[config.mk]
export PLATFORM = sky130hd
export DESIGN_NAME = conv_mac_sched
export DESIGN_NICKNAME = d
export VERILOG_FILES = /design/src/rtl/conv_mac_sched.sv
export SDC_FILE = /design/constraint.sdc
export NUM_CORES = 1
export LEC_CHECK = 0
export CORE_MARGIN = 1.5
export CORE_UTILIZATION = 55
export CTS_BUF_LIST = sky130_fd_sc_hd__clkbuf_4
export CTS_CLUSTER_SIZE = 8
export DETAILED_ROUTE_END_ITERATION = 16
export GPL_TIMING_DRIVEN = 0
export HOLD_SLACK_MARGIN = 0.02
export PLACE_DENSITY_LB_ADDON = 0.25
export SLEW_MARGIN = 15
export SYNTH_ARGS = -nofsm -noshare
export SYNTH_HDL_FRONTEND = slang
export SYNTH_SLANG_ARGS = --single-unit
[constraint.sdc]
create_clock -name clk -period 11.9 [get_ports clk]
set_clock_uncertainty 0.15 [all_clocks]
set_input_delay 1.785 -clock clk [delete_from_list [all_inputs] [get_ports clk]]
set_output_delay 1.785 -clock clk [all_outputs]
set_load 0.03 [all_outputs]
[src/rtl/conv_mac_sched.sv]
// Convolution-window dot-product sequencer sharing one 8x8 multiplier across all taps.
// Optional CONV_MAC_MULREG_EN: registers the product before accumulation (adds a DRAIN state).

module Vedic_mul_8x8 (
   input  logic [7:0]  a,
   input  logic [7:0]  b,
   output logic [15:0] p
);
   logic [7:0] ll, lh, hl, hh;

   // Four nibble partial products combined with the usual vertical/crosswise shifts
   assign ll = 8'(a[3:0]) * 8'(b[3:0]);
   assign lh = 8'(a[3:0]) * 8'(b[7:4]);
   assign hl = 8'(a[7:4]) * 8'(b[3:0]);
   assign hh = 8'(a[7:4]) * 8'(b[7:4]);
   assign p  = 16'(ll) + {4'b0, lh, 4'b0} + {4'b0, hl, 4'b0} + {hh, 8'b0};
endmodule

module conv_mac_sched #(
   parameter int unsigned TAPS  = 9,
   parameter int unsigned ACC_W = 20
) (
   input  logic                  clk,
   input  logic                  rst_n,
   input  logic                  in_valid,
   output logic                  in_ready,
   input  logic [8*TAPS-1:0]     pix,
   input  logic [8*TAPS-1:0]     wgt,
   output logic                  out_valid,
   input  logic                  out_ready,
   output logic [ACC_W-1:0]      out_acc,
   output logic                  busy
);
   localparam int unsigned K_W = (TAPS > 1) ? $clog2(TAPS) : 1;
   localparam logic [K_W-1:0] K_LAST = K_W'(TAPS - 1);

   typedef enum logic [1:0] {
      S_IDLE  = 2'd0,
      S_RUN   = 2'd1,
`ifdef CONV_MAC_MULREG_EN
      S_DRAIN = 2'd2,
`endif
      S_DONE  = 2'd3
   } state_t;

   state_t           state_q, state_d;
   logic [K_W-1:0]   k_q;
   logic [ACC_W-1:0] acc_q;
   logic [7:0]       pix_a [TAPS];
   logic [7:0]       wgt_a [TAPS];
   logic [15:0]      prod;
   logic             accept_c;
`ifdef CONV_MAC_MULREG_EN
   logic [15:0]      prod_q;
`endif

   Vedic_mul_8x8 u_mul (
      .a (pix_a[k_q]),
      .b (wgt_a[k_q]),
      .p (prod)
   );

   assign accept_c = (state_q == S_IDLE) && in_valid && in_ready;
   assign out_acc  = acc_q;

   always_ff @(posedge clk) begin
      if (!rst_n) state_q <= S_IDLE;
      else        state_q <= state_d;
   end

   always_comb begin
      state_d = state_q;
      case (state_q)
         S_IDLE: if (accept_c) state_d = S_RUN;
         S_RUN: begin
            if (k_q == K_LAST) begin
`ifdef CONV_MAC_MULREG_EN
               state_d = S_DRAIN;
`else
               state_d = S_DONE;
`endif
            end
         end
`ifdef CONV_MAC_MULREG_EN
         S_DRAIN: state_d = S_DONE;
`endif
         S_DONE: if (out_ready) state_d = S_IDLE;
         default: state_d = S_IDLE;
      endcase
   end

   // Window capture, tap counter, accumulator and registered handshake outputs
   always_ff @(posedge clk) begin
      if (!rst_n) begin
         k_q       <= '0;
         acc_q     <= '0;
         in_ready  <= 1'b0;
         out_valid <= 1'b0;
         busy      <= 1'b0;
`ifdef CONV_MAC_MULREG_EN
         prod_q    <= '0;
`endif
      end else begin
         in_ready  <= (state_d == S_IDLE);
         out_valid <= (state_d == S_DONE);
         busy      <= (state_d != S_IDLE);
         case (state_q)
            S_IDLE: begin
               if (accept_c) begin
                  for (int unsigned t = 0; t < TAPS; t++) begin
                     pix_a[t] <= pix[8*t +: 8];
                     wgt_a[t] <= wgt[8*t +: 8];
                  end
                  k_q   <= '0;
                  acc_q <= '0;
`ifdef CONV_MAC_MULREG_EN
                  prod_q <= '0;
`endif
               end
            end
            S_RUN: begin
               k_q <= k_q + K_W'(1);
`ifdef CONV_MAC_MULREG_EN
               // Cleared on accept, so the first RUN edge adds nothing
               acc_q  <= acc_q + ACC_W'(prod_q);
               prod_q <= prod;
`else
               acc_q  <= acc_q + ACC_W'(prod);
`endif
            end
`ifdef CONV_MAC_MULREG_EN
            S_DRAIN: acc_q <= acc_q + ACC_W'(prod_q);
`endif
            default: ;
         endcase
      end
   end
endmodule
==> results.cfg <==
[outcome]
status = finished clean

[clock_network]
cts.path.max_buffers = 2
tritoncts = done
path_clk_slew_ns = 0.18
insertion_delay_ns = 0.58
postCtsHoldBufs = 0
cts_resized = 0
clockRootBuffer = clkbuf_4
htree_levels = 4
postCtsSetupRepairBufs = 0
numCtsBuffers = 17
cts_sinks = 177

[critical_path]
start_kind = flop
endpoint_kind = flop
worst-path-max-fanout = 10
r2r_slack_ns = 3.64
critPathKind = reg -> reg
cp_data_required_time_ns = 12.27
crit_path_frequent_cell = fa_1
cpMaxStageDelayCell = fa_1
worst-endpoint-arrival_ns = 8.63
slowest_delay_ns = 0.58

[place]
dpl.hpwl_um = 15600
io_buffers = 170
gp_congestion = 0.816

[global_routing]
grt_start_max_net_pins = 33
track_usage_pct = 22.3
grt_pass1_wl_um = 31500
grt-ovfl-total = 0
antenna_found_initial = 1
grt_pass1_vias = 6611

[sta]
slew_headroom_pct = 25.8
fin_crit_ns = 8.26
worst_pin_slew_ns = 1.10
fmax_mhz = 121
maxSlewViolCount = 0
setup_viol = 0
rsz0062_at_grt = no
finalCritPeriodShare_pct = 69.4
tns_ns = 0
hold_viol_final = 0

[drt]
wl_um = 19600
viasPerCell = 5.41
dr_total_vias = 6487
ant_nets = 0
drc = 0
firstDrtPassIters = 5
wire_per_inst_um = 16.4
drtIter0Drc = 246

[pwr]
swShare_pct = 41.6
clkPwrFrac_pct = 13.5
p_total_mw = 2.50
seqPwrFrac_pct = 29.0
power.internal_mw = 1.46
p_per_area_nw_per_um2 = 205
power.leakage_nw = 4.71
vdd_drop_max_uv = 275
p_comb_share_pct = 57.5
p_sw_mw = 1.04

[synth]
synth.distinct_cells = 49
synth_edf_count = 144
syn_area_um2 = 9800
yosys_warnings = 0
syn_inst = 766
synth_ff_type = edfxtp_1
syn-num-nets = 1024
syn_area_per_cell_um2 = 12.8
synth-seq-cells = 177
ys_async_sr_fraction_pct = 0
synth_seq_area_share_pct = 50.8

[layout]
drive_gt1_share_pct = 9.67
final_nets = 1217
layout_common_cells = clkdlybuf4s50_1 (170), edfxtp_1 (144), ha_1 (85)
final_common_cell = clkdlybuf4s50_1
final_util_pct = 70.1
area_growth_pct = 24.1

[flow_run]
drv_cap = 0

[floorplan]
die_h_um = 137
die-area_um2 = 18600
start_util_pct = 56.5
die_w_um = 137
fp-row-count = 48
top_level_ports = 171
core_area_um2 = 17400

[worst_hold_path]
hp-class = reg -> reg
-- Yosys cell counts, types with 2 or more instances --
library cell	count	share of area, %
a211oi_1	4	0.31
a21o_1	16	1.2
a21oi_1	39	2.0
a21oi_2	18	1.6
a22oi_1	2	0.15
and2_1	3	0.19
and3_1	4	0.26
buf_1	5	0.19
buf_6	4	0.46
clkbuf_1	9	0.34
dfxtp_1	33	6.7
edfxtp_1	144	44
fa_1	25	5.1
ha_1	85	11
inv_1	68	2.6
mux2i_1	21	2.1
mux4_2	32	7.4
nand2_1	25	0.96
nand2b_1	9	0.57
nand3_1	16	0.82
nand4_1	4	0.26
nor2_1	83	3.2
nor2b_1	3	0.19
nor3_1	6	0.31
nor3b_1	3	0.23
nor4_1	2	0.13
o21a_1	4	0.31
o21ai_0	13	0.66
o21ai_1	3	0.15
o21bai_1	9	0.69
o31a_1	2	0.18
o31ai_1	2	0.15
or2_1	21	1.3
xnor2_1	20	1.8
xor2_1	15	1.3
-- path summary, 6_finish.rpt --
check                                start                  endpoint  cells past startpoint
setup / recovery                      flop  out_acc[17]$_SDFFE_PN0P_                     31
hold / removal    out_acc[14]$_SDFFE_PN0P_  out_acc[14]$_SDFFE_PN0P_                      2
setup reg to reg                      flop  out_acc[17]$_SDFFE_PN0P_                     31
hold reg to reg   out_acc[14]$_SDFFE_PN0P_  out_acc[14]$_SDFFE_PN0P_                      2
-- metal layers --
metal / wire length [µm] / global-route usage [%]
met5: 0 / 0
met1: 7880 / 26.3
met4: 456 / 8.16
met2: 10100 / 38.5
met3: 1190 / 6.59
-- power groups by stage --
| stage | logic, mW | clock network (mW) | registers (mW) |
|---|---|---|---|
| after floorplan | 1.10 | 0 | 0.767 |
| after global placement | 1.39 | 0 | 0.745 |
| after detailed placement | 1.43 | 0 | 0.740 |
| after CTS | 1.45 | 0.344 | 0.725 |
| after global routing | 1.62 | 0.365 | 0.729 |
| final | 1.44 | 0.336 | 0.725 |
-- area by class of cell --
cell class                      count  area (µm²)
Antenna cell                        1        2.50
Buffer                             19         103
Clock buffer                       17         128
Clock inverter                     15         165
Fill cell                        1191        5190
Inverter                           68         255
Multi-Input combinational cell    502        4470
Sequential cell                   177        4980
Tap cell                          225         282
Timing Repair Buffer              174        1780
-- state kept, by name, indices dropped and copies added, names as in the netlist, named ones only --
register / cells
out_valid: 1
pix_a: 72
out_acc: 20
in_ready: 1
busy: 1
wgt_a: 72
k_q: 4
state_q: 2
-- cells by family after synthesis --
kind of cell / Yosys count / share of synthesized area, %
XOR/XNOR: 35 / 3.13
AND/OR/NAND/NOR: 184 / 8.79
AO/OA/AOI/OAI: 120 / 8.14
adder cells (fa/ha/maj): 110 / 16.0
multiplexers: 53 / 9.49
flip-flops: 177 / 50.8
buffers and inverters: 87 / 3.65
-- worst max-delay path, delay by kind of cell (launching register included) --
family / cells / cell delay (ns)
adder cells (fa/ha/maj): 7 / 2.99
AO/OA/AOI/OAI: 11 / 2.20
multiplexers: 3 / 0.79
buffers and inverters: 4 / 0.74
flip-flops: 1 / 0.51
XOR/XNOR: 2 / 0.43
AND/OR/NAND/NOR: 4 / 0.38
-- per-stage QoR --
step | setup WS (ns) | hold slack [ns] | area (µm²) | std cells
3_3_place_gp | 0.0631 | 0.318 | 11800 | 1161
3_5_place_dp | 3.62 | 0.324 | 11900 | 1165
6_report | 3.64 | 0.347 | 12200 | 1198
4_1_cts | 3.55 | 0.349 | 12200 | 1197
5_1_grt | 3.16 | 0.384 | 12200 | 1198
2_1_floorplan | 2.73 | 0.326 | 9800 | 766
Note: power is estimated with default switching activity, not from simulation.
